[src/rtl/vga_scanout.sv]
// vga_scanout: reader side of the 1-bpp video memory.
// Produces VGA timing, fetches one bit per pixel tick and drives the display pins
// one pixel tick after the counters, plus vblank / frame_start for the rasterizer.
module vga_scanout #(
    parameter int          H_ACTIVE = 640,
    parameter int          H_FP     = 16,
    parameter int          H_SYNC   = 96,
    parameter int          H_BP     = 48,
    parameter int          V_ACTIVE = 480,
    parameter int          V_FP     = 10,
    parameter int          V_SYNC   = 2,
    parameter int          V_BP     = 33,
    parameter logic [11:0] FG_COLOR = 12'hFFF,
    parameter logic [11:0] BG_COLOR = 12'h000
) (
    input  logic        clk,
    input  logic        rst,
    input  logic        pix_en,
    output logic [10:0] mem_x,
    output logic [10:0] mem_y,
    output logic        mem_rd,
    input  logic        mem_data,
    output logic        hsync,
    output logic        vsync,
    output logic [11:0] rgb,
    output logic        video_on,
    output logic        vblank,
    output logic        frame_start
);

    localparam int H_TOTAL = H_ACTIVE + H_FP + H_SYNC + H_BP;
    localparam int V_TOTAL = V_ACTIVE + V_FP + V_SYNC + V_BP;

    localparam logic [10:0] L_H_ACT   = 11'(H_ACTIVE);
    localparam logic [10:0] L_V_ACT   = 11'(V_ACTIVE);
    localparam logic [10:0] L_HS_BEG  = 11'(H_ACTIVE + H_FP);
    localparam logic [10:0] L_HS_END  = 11'(H_ACTIVE + H_FP + H_SYNC);
    localparam logic [10:0] L_VS_BEG  = 11'(V_ACTIVE + V_FP);
    localparam logic [10:0] L_VS_END  = 11'(V_ACTIVE + V_FP + V_SYNC);
    localparam logic [10:0] L_H_LAST  = 11'(H_TOTAL - 1);
    localparam logic [10:0] L_V_LAST  = 11'(V_TOTAL - 1);

    logic [10:0] r_h_cnt_p0;
    logic [10:0] r_v_cnt_p0;

    logic        r_hsync_p1;
    logic        r_vsync_p1;
    logic [11:0] r_rgb_p1;
    logic        r_video_on_p1;
    logic        r_vblank_p1;
    logic        r_frame_start_p1;

    logic        w_active_p0;
    logic        w_hsync_n_p0;
    logic        w_vsync_n_p0;
    logic [11:0] w_pix_p0;
    logic        w_at_origin_p0;

    // Stage 0: pixel / line counters, advanced once per pixel tick
    always_ff @(posedge clk) begin
        if (rst) begin
            r_h_cnt_p0 <= '0;
            r_v_cnt_p0 <= '0;
        end else if (pix_en) begin
            if (r_h_cnt_p0 == L_H_LAST) begin
                r_h_cnt_p0 <= '0;
                r_v_cnt_p0 <= (r_v_cnt_p0 == L_V_LAST) ? 11'd0 : r_v_cnt_p0 + 11'd1;
            end else begin
                r_h_cnt_p0 <= r_h_cnt_p0 + 11'd1;
            end
        end
    end

    // Addresses are forced to 0 in blanking so the memory never sees out-of-range x/y;
    // the colour mux ignores mem_data outside the active area so X there cannot leak.
    assign w_active_p0    = (r_h_cnt_p0 < L_H_ACT) && (r_v_cnt_p0 < L_V_ACT);
    assign w_hsync_n_p0   = !((r_h_cnt_p0 >= L_HS_BEG) && (r_h_cnt_p0 < L_HS_END));
    assign w_vsync_n_p0   = !((r_v_cnt_p0 >= L_VS_BEG) && (r_v_cnt_p0 < L_VS_END));
    assign w_pix_p0       = w_active_p0 ? (mem_data ? FG_COLOR : BG_COLOR) : 12'h000;
    assign w_at_origin_p0 = (r_h_cnt_p0 == 11'd0) && (r_v_cnt_p0 == 11'd0);

    assign mem_rd = w_active_p0;
    assign mem_x  = w_active_p0 ? r_h_cnt_p0 : 11'd0;
    assign mem_y  = w_active_p0 ? r_v_cnt_p0 : 11'd0;

    // Stage 1: register pin outputs on the pixel tick, one tick behind the counters
    always_ff @(posedge clk) begin
        if (rst) begin
            r_hsync_p1    <= 1'b1;
            r_vsync_p1    <= 1'b1;
            r_rgb_p1      <= 12'h000;
            r_video_on_p1 <= 1'b0;
            r_vblank_p1   <= 1'b0;
        end else if (pix_en) begin
            r_hsync_p1    <= w_hsync_n_p0;
            r_vsync_p1    <= w_vsync_n_p0;
            r_rgb_p1      <= w_pix_p0;
            r_video_on_p1 <= w_active_p0;
            r_vblank_p1   <= (r_v_cnt_p0 >= L_V_ACT);
        end
    end

    // frame_start is re-evaluated every clk so it lasts one clk even when pix_en is sparse
    always_ff @(posedge clk) begin
        if (rst) begin
            r_frame_start_p1 <= 1'b0;
        end else begin
            r_frame_start_p1 <= pix_en && w_at_origin_p0;
        end
    end

    assign hsync       = r_hsync_p1;
    assign vsync       = r_vsync_p1;
    assign rgb         = r_rgb_p1;
    assign video_on    = r_video_on_p1;
    assign vblank      = r_vblank_p1;
    assign frame_start = r_frame_start_p1;

endmodule

[config.mk]
export PLATFORM = sky130hd
export DESIGN_NAME = vga_scanout
export DESIGN_NICKNAME = d
export VERILOG_FILES = /design/src/rtl/vga_scanout.sv
export SDC_FILE = /design/constraint.sdc
export NUM_CORES = 1
export LEC_CHECK = 0
export BUFFER_PORTS_ARGS = -buffer_cell sky130_fd_sc_hd__buf_2
export CAP_MARGIN = 15
export CORE_MARGIN = 2
export CORE_UTILIZATION = 30
export DETAILED_ROUTE_END_ITERATION = 8
export REMOVE_ABC_BUFFERS = 1
export SETUP_SLACK_MARGIN = 0.2
export SLEW_MARGIN = 10
export SYNTH_ARGS = -nofsm -noshare
export SYNTH_HDL_FRONTEND = slang
export SYNTH_SLANG_ARGS = --single-unit
[constraint.sdc]
create_clock -name clk -period 4.3 [get_ports clk]
set_clock_uncertainty 0.1 [all_clocks]
set_input_delay 0.215 -clock clk [delete_from_list [all_inputs] [get_ports clk]]
set_output_delay 0.215 -clock clk [all_outputs]
set_load 0.005 [all_outputs]
==> impl_metrics.csv <==
group,metric,value,unit
synth,postSynthAreaPerCell,8.483,um2
pwr,power,0.4685,mW
synth,ys_seq_elements,28,
grt,antenna_found_initial,0,
pwr,p_leak,0.7854,nW
grt,use_met3,0.01667,
grt,met2_usage,0.1851,
finish,fin_nets,239,
floorplan,die_x,80.88,um
sta,min_period,2.480,ns
floorplan,start_util,0.3162,
clocking,clock-root-buffer,"clkbuf_8",
floorplan,dieArea,6541,um2
place,place.gp.congestion,0.7688,
floorplan,placementRows,27,
drt,drtPass1Iterations,4,
synth,synth_flop_cell,"dfxtp_1",
place,port_buffers,40,
sta,finalCritPeriodShare,0.5769,
clocking,ctsHoldBuffers,0,
clocking,post_cts_buffers,0,
grt,grt_pass1_wl,6272,um
sta,hold-worst-slack,0.08813,ns
synth,ys_seq_area_frac,0.3162,
floorplan,fp.dieH,80.88,um
sta,grt_setup_unrepaired,"false",
drt,drt_wl_total,3880,um
synth,ys_types,49,
grt,grt_usage,0.1233,
sta,setup_violations,0,
place,dp_hpwl,2769,um
run,drv_cap,0,
finish,antenna_cells,0,
drt,post_drt_via_cell_ratio,5.023,
drt,drt-wirelength-per-cell,12.89,um
synth,yosys_warnings,0,
finish,area_growth,10.16,%
setup_path,crit_arrival,2.17,ns
clocking,cts_buffer_depth,2,
clocking,ctsResizeCount,0,
synth,synthArstFlopShare,0,
finish,drive_above_1_share,0.2489,
drt,vias,1512,
clocking,insertion_delay,0.28,ns
clocking,numCtsBuffers,3,
sta,hold_violations,0,
place,pre_cts_ws,2.062,ns
floorplan,pin_count,44,
finish,final_cell_mix,"buf_2, dfxtp_1, and2_1",
grt,grt_overflow,0,
grt,grt.busiest_layer,"met2",
sta,maxSlewHeadroom,0.5372,
setup_path,end_kind,"primary output",
sta,drv_slew,0,
grt,grt_use_met1,0.1760,
sta,setup_tns,0,ns
clocking,cts_max_level,1,
floorplan,core-area,5608,um2
setup_path,path_class,"reg2out",
finish,utilization,0.3483,
clocking,tritoncts,"built",
sta,tightest_slew,0.6843,ns
synth,synth_edf_count,0,
setup_path,critPathMaxFanout,14,
grt,grt_pass1_vias,1258,
outcome,outcome,"completed",
drt,ant_nets,0,
sta,worst_slack,1.820,ns
synth,syn_area,1773,um2
sta,fmax,403.1,MHz
grt,grt_max_degree,22,
min_path,min_path_type,"in2reg",
drt,drc,0,
clocking,clock_sinks,28,
pwr,peakVddDrop,0.0001226,V
setup_path,required,3.98,ns
pwr,powerDensity,239.9,nW/um2
setup_path,startpoint_type,"register",
clocking,path_clk_slew,0.10,ns
finish,final_common_cell,"buf_2",
synth,synthCells,209,
drt,drt_iter0_markers,124,
## path summary, 6_finish.rpt
| path | startpoint | end | slack (ns) | cells past startpoint |
|---|---|---|---|---|
| setup / recovery | r_v_cnt_p0[6] | mem_y[2] | 1.82 | 5 |
| hold / removal | mem_data | rgb[10] | 0.09 | 3 |
| setup reg to reg | r_h_cnt_p0[0] | r_v_cnt_p0[10] | 2.02 | 5 |
| hold reg to reg | vblank | vblank | 0.41 | 2 |
## sequential cells by signal, summed over array words and instances (netlist names)
register,count
vblank,1
vsync,1
video_on,1
rgb,1
r_v_cnt_p0,11
r_h_cnt_p0,11
frame_start,1
hsync,1
## through the flow
step | std cells | cell area, um2
global placement | 297 | 1898
floorplan | 184 | 1594
CTS | 301 | 1953
finish | 301 | 1953
global route | 301 | 1953
detailed placement | 297 | 1898
## synth_stat cells, types with 4 or more instances
master	n	area [um2]
inv_1	5	18.77
buf_4	14	105.1
nor3_1	15	75.07
nand3_1	12	60.06
nand4_1	6	37.54
nor2_1	10	37.54
dfxtp_1	28	560.5
nand2_1	10	37.54
xor2_1	5	43.79
clkbuf_1	6	22.52
o21ai_0	4	20.02
xnor2_1	6	52.55
buf_6	4	45.04
ha_1	5	62.56
and2_1	19	118.9
a21oi_1	12	60.06
## where the power goes
group	internal, mW	switching [mW]	total, mW
combinational	0.0137	0.0160	0.0297
clock	0.0823	0.0885	0.171
sequential	0.263	0.00452	0.268
total	0.359	0.109	0.468
## layer usage
metal	part of all wire	wire, um
met1	0.51	1972
met2	0.41	1591
met3	0.066	255
met4	0.015	60
met5	0	0
## kinds of logic after synthesis
group,share of synthesized area
simple gates,0.3790
buf+inv,0.1157
flops,0.3162
compound gates,0.09175
xor+xnor,0.05434
fa+ha+maj,0.03529
other cells,0.002115
mux,0.005646
## critical path, cell delays in order, from the launching register on
cell and delay (ns):
dfxtp_1 0.37, and4_1 0.29, nor4bb_2 0.65, buf_4 0.30, and2_1 0.15, buf_2 0.11
## area by class of cell
type	count	area, um2
clock buffer	4	55.05
fill	611	3655
inverter	5	18.77
multi-input combinational	151	1021
timing repair buffer	41	207.7
sequential	28	560.5
tap	72	90.09
Power figures use the tool's default switching activity.
